`config.mk`:
```
export PLATFORM = sky130hd
export DESIGN_NAME = barret_rr_sched_1511
export DESIGN_NICKNAME = d
export VERILOG_FILES = /design/src/rtl/barret_rr_sched_1511.sv
export SDC_FILE = /design/constraint.sdc
export NUM_CORES = 1
export LEC_CHECK = 0
export BUFFER_PORTS_ARGS = -buffer_cell sky130_fd_sc_hd__buf_2
export CAP_MARGIN = 20
export CORE_MARGIN = 2
export CORE_UTILIZATION = 63
export CTS_CLUSTER_DIAMETER = 50
export DETAILED_ROUTE_END_ITERATION = 10
export MAX_ROUTING_LAYER = met4
export PLACE_DENSITY_LB_ADDON = 0.05
export SETUP_SLACK_MARGIN = 0.4
export SYNTH_ARGS = -nofsm -noshare
export SYNTH_HDL_FRONTEND = slang
export SYNTH_SLANG_ARGS = --single-unit
```
`constraint.sdc`:
```
create_clock -name clk -period 6.5 [get_ports clk]
set_input_delay 0 -clock clk [delete_from_list [all_inputs] [get_ports clk]]
set_output_delay 0 -clock clk [all_outputs]
set_load 0.01 [all_outputs]
```
`src/rtl/barret_rr_sched_1511.sv`:
```
`default_nettype none
// ============================================================================
// Module   : barret_rr_sched_1511
// Purpose  : Two-requester round-robin scheduler in front of a shared,
//            pipelined Barrett reduction datapath (modulus 1511). Each
//            accepted 21-bit operand is reduced to its 11-bit residue and
//            returned tagged with the port it came from, in global
//            acceptance order.
// Ports    : clk, rst_n                 clock, async active-low reset
//            req0_valid/data/ready      requester 0 handshake (21-bit data)
//            req1_valid/data/ready      requester 1 handshake (21-bit data)
//            out_valid/data/port/ready  result handshake (11-bit residue)
//            busy                       any pipeline stage occupied
// Revision : 1.0 - initial release
// ============================================================================
module barret_rr_sched_1511 #(
  parameter int Q  = 1511,
  parameter int MU = 2775
) (
  input  logic        clk,
  input  logic        rst_n,
  input  logic        req0_valid,
  input  logic [20:0] req0_data,
  output logic        req0_ready,
  input  logic        req1_valid,
  input  logic [20:0] req1_data,
  output logic        req1_ready,
  output logic        out_valid,
  output logic [10:0] out_data,
  output logic        out_port,
  input  logic        out_ready,
  output logic        busy
);

  localparam logic [21:0] c_q1 = 22'(Q);
  localparam logic [21:0] c_q2 = 22'(2 * Q);
  localparam logic [21:0] c_q3 = 22'(3 * Q);
  localparam logic [21:0] c_mu = 22'(MU);

  // Round-robin pointer: port that wins when both request.
  logic        r_prio;

  // Capture stage: operand as accepted from the winning port.
  logic        r_s0_valid;
  logic        r_s0_port;
  logic [20:0] r_s0_a;

  // S1: quotient estimate numerator, operand carried along.
  logic        r_s1_valid;
  logic        r_s1_port;
  logic [20:0] r_s1_a;
  logic [21:0] r_s1_qh;

  // S2: partially reduced remainder, known to lie in [0, 4*Q).
  logic        r_s2_valid;
  logic        r_s2_port;
  logic [21:0] r_s2_r;

  // S3: output register.
  logic        r_out_valid;
  logic        r_out_port;
  logic [10:0] r_out_data;

  logic        w_advance;
  logic        w_grant0;
  logic        w_grant1;
  logic        w_acc;
  logic        w_acc_port;
  logic [20:0] w_acc_data;
  logic [21:0] w_s1_qh;
  logic [21:0] w_s2_t;
  logic [21:0] w_s2_r;
  logic [21:0] w_s3_sub;
  logic [10:0] w_s3_res;

  // The whole pipeline moves as one unit; a full output register that the
  // consumer is not taking freezes every stage and blocks new grants.
  assign w_advance = !r_out_valid || out_ready;

  assign w_grant0 = req0_valid && (!req1_valid || !r_prio);
  assign w_grant1 = req1_valid && (!req0_valid ||  r_prio);

  assign req0_ready = w_grant0 && w_advance;
  assign req1_ready = w_grant1 && w_advance;

  assign w_acc      = req0_ready || req1_ready;
  assign w_acc_port = req1_ready;
  assign w_acc_data = req1_ready ? req1_data : req0_data;

  // (a >> 11) * MU peaks at 1023 * 2775 = 2,838,825, inside 22 bits.
  assign w_s1_qh = ({1'b0, r_s0_a} >> 11) * c_mu;

  // t*Q never exceeds a, so the subtraction cannot wrap.
  assign w_s2_t = r_s1_qh >> 11;
  assign w_s2_r = {1'b0, r_s1_a} - (w_s2_t * c_q1);

  // Final correction: subtract the largest multiple of Q not above r.
  always_comb begin
    w_s3_sub = 22'd0;
    if (r_s2_r >= c_q3) begin
      w_s3_sub = c_q3;
    end else if (r_s2_r >= c_q2) begin
      w_s3_sub = c_q2;
    end else if (r_s2_r >= c_q1) begin
      w_s3_sub = c_q1;
    end
    w_s3_res = 11'(r_s2_r - w_s3_sub);
  end

  always_ff @(posedge clk or negedge rst_n) begin
    if (!rst_n) begin
      r_prio      <= 1'b0;
      r_s0_valid  <= 1'b0;
      r_s0_port   <= 1'b0;
      r_s0_a      <= 21'd0;
      r_s1_valid  <= 1'b0;
      r_s1_port   <= 1'b0;
      r_s1_a      <= 21'd0;
      r_s1_qh     <= 22'd0;
      r_s2_valid  <= 1'b0;
      r_s2_port   <= 1'b0;
      r_s2_r      <= 22'd0;
      r_out_valid <= 1'b0;
      r_out_port  <= 1'b0;
      r_out_data  <= 11'd0;
    end else begin
      if (w_acc) begin
        r_prio <= ~w_acc_port;
      end
      if (w_advance) begin
        r_s0_valid  <= w_acc;
        r_s0_port   <= w_acc_port;
        r_s0_a      <= w_acc_data;
        r_s1_valid  <= r_s0_valid;
        r_s1_port   <= r_s0_port;
        r_s1_a      <= r_s0_a;
        r_s1_qh     <= w_s1_qh;
        r_s2_valid  <= r_s1_valid;
        r_s2_port   <= r_s1_port;
        r_s2_r      <= w_s2_r;
        r_out_valid <= r_s2_valid;
        r_out_port  <= r_s2_port;
        r_out_data  <= w_s3_res;
      end
    end
  end

  assign out_valid = r_out_valid;
  assign out_data  = r_out_data;
  assign out_port  = r_out_port;
  assign busy      = r_s0_valid || r_s1_valid || r_s2_valid || r_out_valid;

endmodule
`default_nettype wire

```
==> run_results.csv <==
group,metric,value,unit
outcome,outcome,"finished, final reports clean",
synthesis,synthArstFlopShare,100,%
place,port-buffer-count,62,
place,dp_cells,1362,
worst_setup_path,worstPathRequired,6.72,ns
detailed_routing,firstDrtPassIters,5,
clock_network,cts.sinks,95,
clock_network,cts_hold_buf,43,
synthesis,ys_warn_count,0,
grt,grt_max_degree,72,
synthesis,synth_commonest_cells,"inv_1, ha_1, nand2_1",
floorplan,initial_utilization,64.2,%
detailed_routing,drc_errors,0,
grt,grt.total_usage,29.3,%
sta,skew,0.0153,ns
layout,finalNetCount,1502,
grt,grt_pass1_vias,7865,
clock_network,cts_setup_buffers,0,
floorplan,die_w,131,µm
clock_network,cts.clk_slew.worst_paths,0.08,ns
grt,antenna_found_initial,0,
clock_network,cts_tree,"yes",
detailed_routing,num_vias,7642,
worst_setup_path,cp-end-kind,"flop",
sta,setup_tns,0,ns
sta,fin_crit,5.12,ns
floorplan,row_count,46,
layout,stdcell_count,1421,
floorplan,io_pins,63,
sta,hold_viol_final,0,
min_path,hp-start,"req1_data[20]",
synthesis,yosys_register_bits,95,
synthesis,syn_avg_cell_area,9.23,µm²
layout,area_growth,12.5,%
grt,grt_first_pass_wirelength,38900,µm
layout,drive_gt1_share,8.22,%
synthesis,yosys_most_used_dff,"dfrtp_1",
worst_setup_path,worstPathArrival,5.34,ns
place,place_hpwl,17500,µm
sta,final.period_utilization,78.8,%
detailed_routing,routed_via_density,5.38,
worst_setup_path,start_kind,"flop",
clock_network,root_buffer,"clkbuf_16",
synthesis,synth.area.top_cells,"dfrtp_1, fa_1, ha_1",
synthesis,synth_area,10200,µm²
grt,grt_overflow,0,
worst_setup_path,cp-startpoint,"r_s0_a[19]",
layout,diodes,0,
worst_setup_path,critPathKind,"flop to flop",
synthesis,synth_edf_count,0,
detailed_routing,ant_nets,0,
floorplan,die_area,17200,µm²
synthesis,syn_nets,1408,
detailed_routing,drt_iter0_drc,398,
sta,grt_setup_unrepaired,"no",
clock_network,cts_buffers,9,
floorplan,core,15900,µm²
worst_setup_path,worst_r2r_startpoint,"r_s0_a[19]",
detailed_routing,routedWlPerCell,16.2,µm
clock_network,cts.repair.resized,0,
synthesis,synthCells,1106,
floorplan,die_h,131,µm
synthesis,ys_seq_area_share,23.3,%
sta,slew_headroom,53.5,%
synthesis,synthDistinctLibCells,56,
worst_setup_path,crit_fanout,8,
clock_network,cts.htree.levels,3,
sta,max_freq,195,MHz
synthesis,synth.most_common_cell,"inv_1",
place,pre_cts_ws,1.40,ns
clock_network,clock_path_buffers,2,
sta,worst_pin_slew,0.697,ns
min_path,min_path_type,"input port to flop",
sta,drv_slew,0,
job,cap_violations,0,
synthesis,synth.top_cell.area_share,23.3,%
synthesis,netlist.top_cell.by_area,"dfrtp_1",
sta,report.final.setup_viol,0,
sta,post-route-worst-setup-slack,1.38,ns
place,finalWeightedCongestion,0.924,
detailed_routing,finalWirelength,23000,µm
clock_network,clk_latency,0.36,ns
## cell type report
type                       count  area [µm²]
timing repair buffer         110         781
clock buffer                   9         225
sequential                    95        2380
multi-input combinational    756        6880
fill                        1260        4400
tap                          216         270
clock inverter                 7        91.3
inverter                     228         856
## cells by family (layout without fill, tap and decap cells)
logic type / count (synthesis) / after routing / share of synthesized area, %
adder cells (fa/ha/maj): 255 / 255 / 39.4
AO/OA/AOI/OAI: 196 / 196 / 11.7
multiplexers: 26 / 26 / 2.56
buffers and inverters: 255 / 354 / 9.40
flip-flops: 95 / 95 / 23.3
AND/OR/NAND/NOR: 243 / 243 / 10.6
XOR/XNOR: 36 / 36 / 3.09
## stage by stage
step	hold WS, ns	util, %	cell area, µm²
CTS	0.00772	72.3	11500
global placement	0.0310	67.6	10700
finish	0.0537	72.3	11500
floorplan	-0.296	-	10200
global route	0.0509	72.3	11500
detailed placement	0.0343	67.6	10700
## sequential cells by signal (all words and copies together), names as in the netlist
| name | flops |
|---|---|
| r_s2_r | 22 |
| r_s0_a | 21 |
| r_s1_a | 21 |
| out_data | 11 |
| r_s1_qh | 11 |
| out_port | 1 |
| out_valid | 1 |
| r_prio | 1 |
| r_s0_port | 1 |
| r_s0_valid | 1 |
| r_s1_port | 1 |
| r_s1_valid | 1 |
| r_s2_port | 1 |
| r_s2_valid | 1 |
## layout by cell type (no fill, tap or decap), drive strengths merged, types with 4 or more instances in the layout
cell	synthesis	final
a211oi	9	9
a21o	18	18
a21oi	46	46
a31oi	5	5
and2	5	5
and3	9	9
buf	3	67
clkbuf	24	9
clkinv	1	4
dfrtp	95	95
dlygate4sd3	0	43
fa	110	110
ha	145	145
inv	227	231
mux2i	25	25
nand2	132	132
nand2b	10	10
nand3	10	10
nand4	6	6
nor2	43	43
nor2b	7	7
nor3	6	6
o211ai	6	6
o21a	9	9
o21ai	76	76
o31ai	5	5
or4	4	4
xnor2	22	22
xor2	14	14
## critical path, cell delays in order (launching register included)
cell and delay, ns:
dfrtp_1 0.52, fa_1 0.57, inv_1 0.06, fa_1 0.50
inv_1 0.06, fa_1 0.53, inv_1 0.05, fa_1 0.53
inv_1 0.05, fa_1 0.45, ha_1 0.31, nand4_1 0.08
a211oi_1 0.07, o41ai_1 0.48, nor2b_1 0.34, o31ai_1 0.15
xnor2_1 0.15, o21ai_1 0.07
## path summary, 6_finish.rpt
path	to	slack, ns	cells past startpoint
worst max register to register	r_s1_qh[20]	1.38	17
max in group asynchronous	out_data[6]	5.23	3
min in group asynchronous	r_s0_a[18]	0.15	2
worst min register to register	out_data[1]	0.47	2
worst min-delay path	r_s0_a[20]	0.05	3
worst max-delay path	r_s1_qh[20]	1.38	17
## routing by layer
layer | share of wire (%) | global-route usage, %
met5 | 0 | -
met4 | 2.4 | 9.12
met3 | 4.6 | 4.32
met2 | 45 | 45.3
met1 | 48 | 40.6
Power is not shown: default switching activity piles up to over one toggle a cycle in this logic, so the estimate is an artifact.
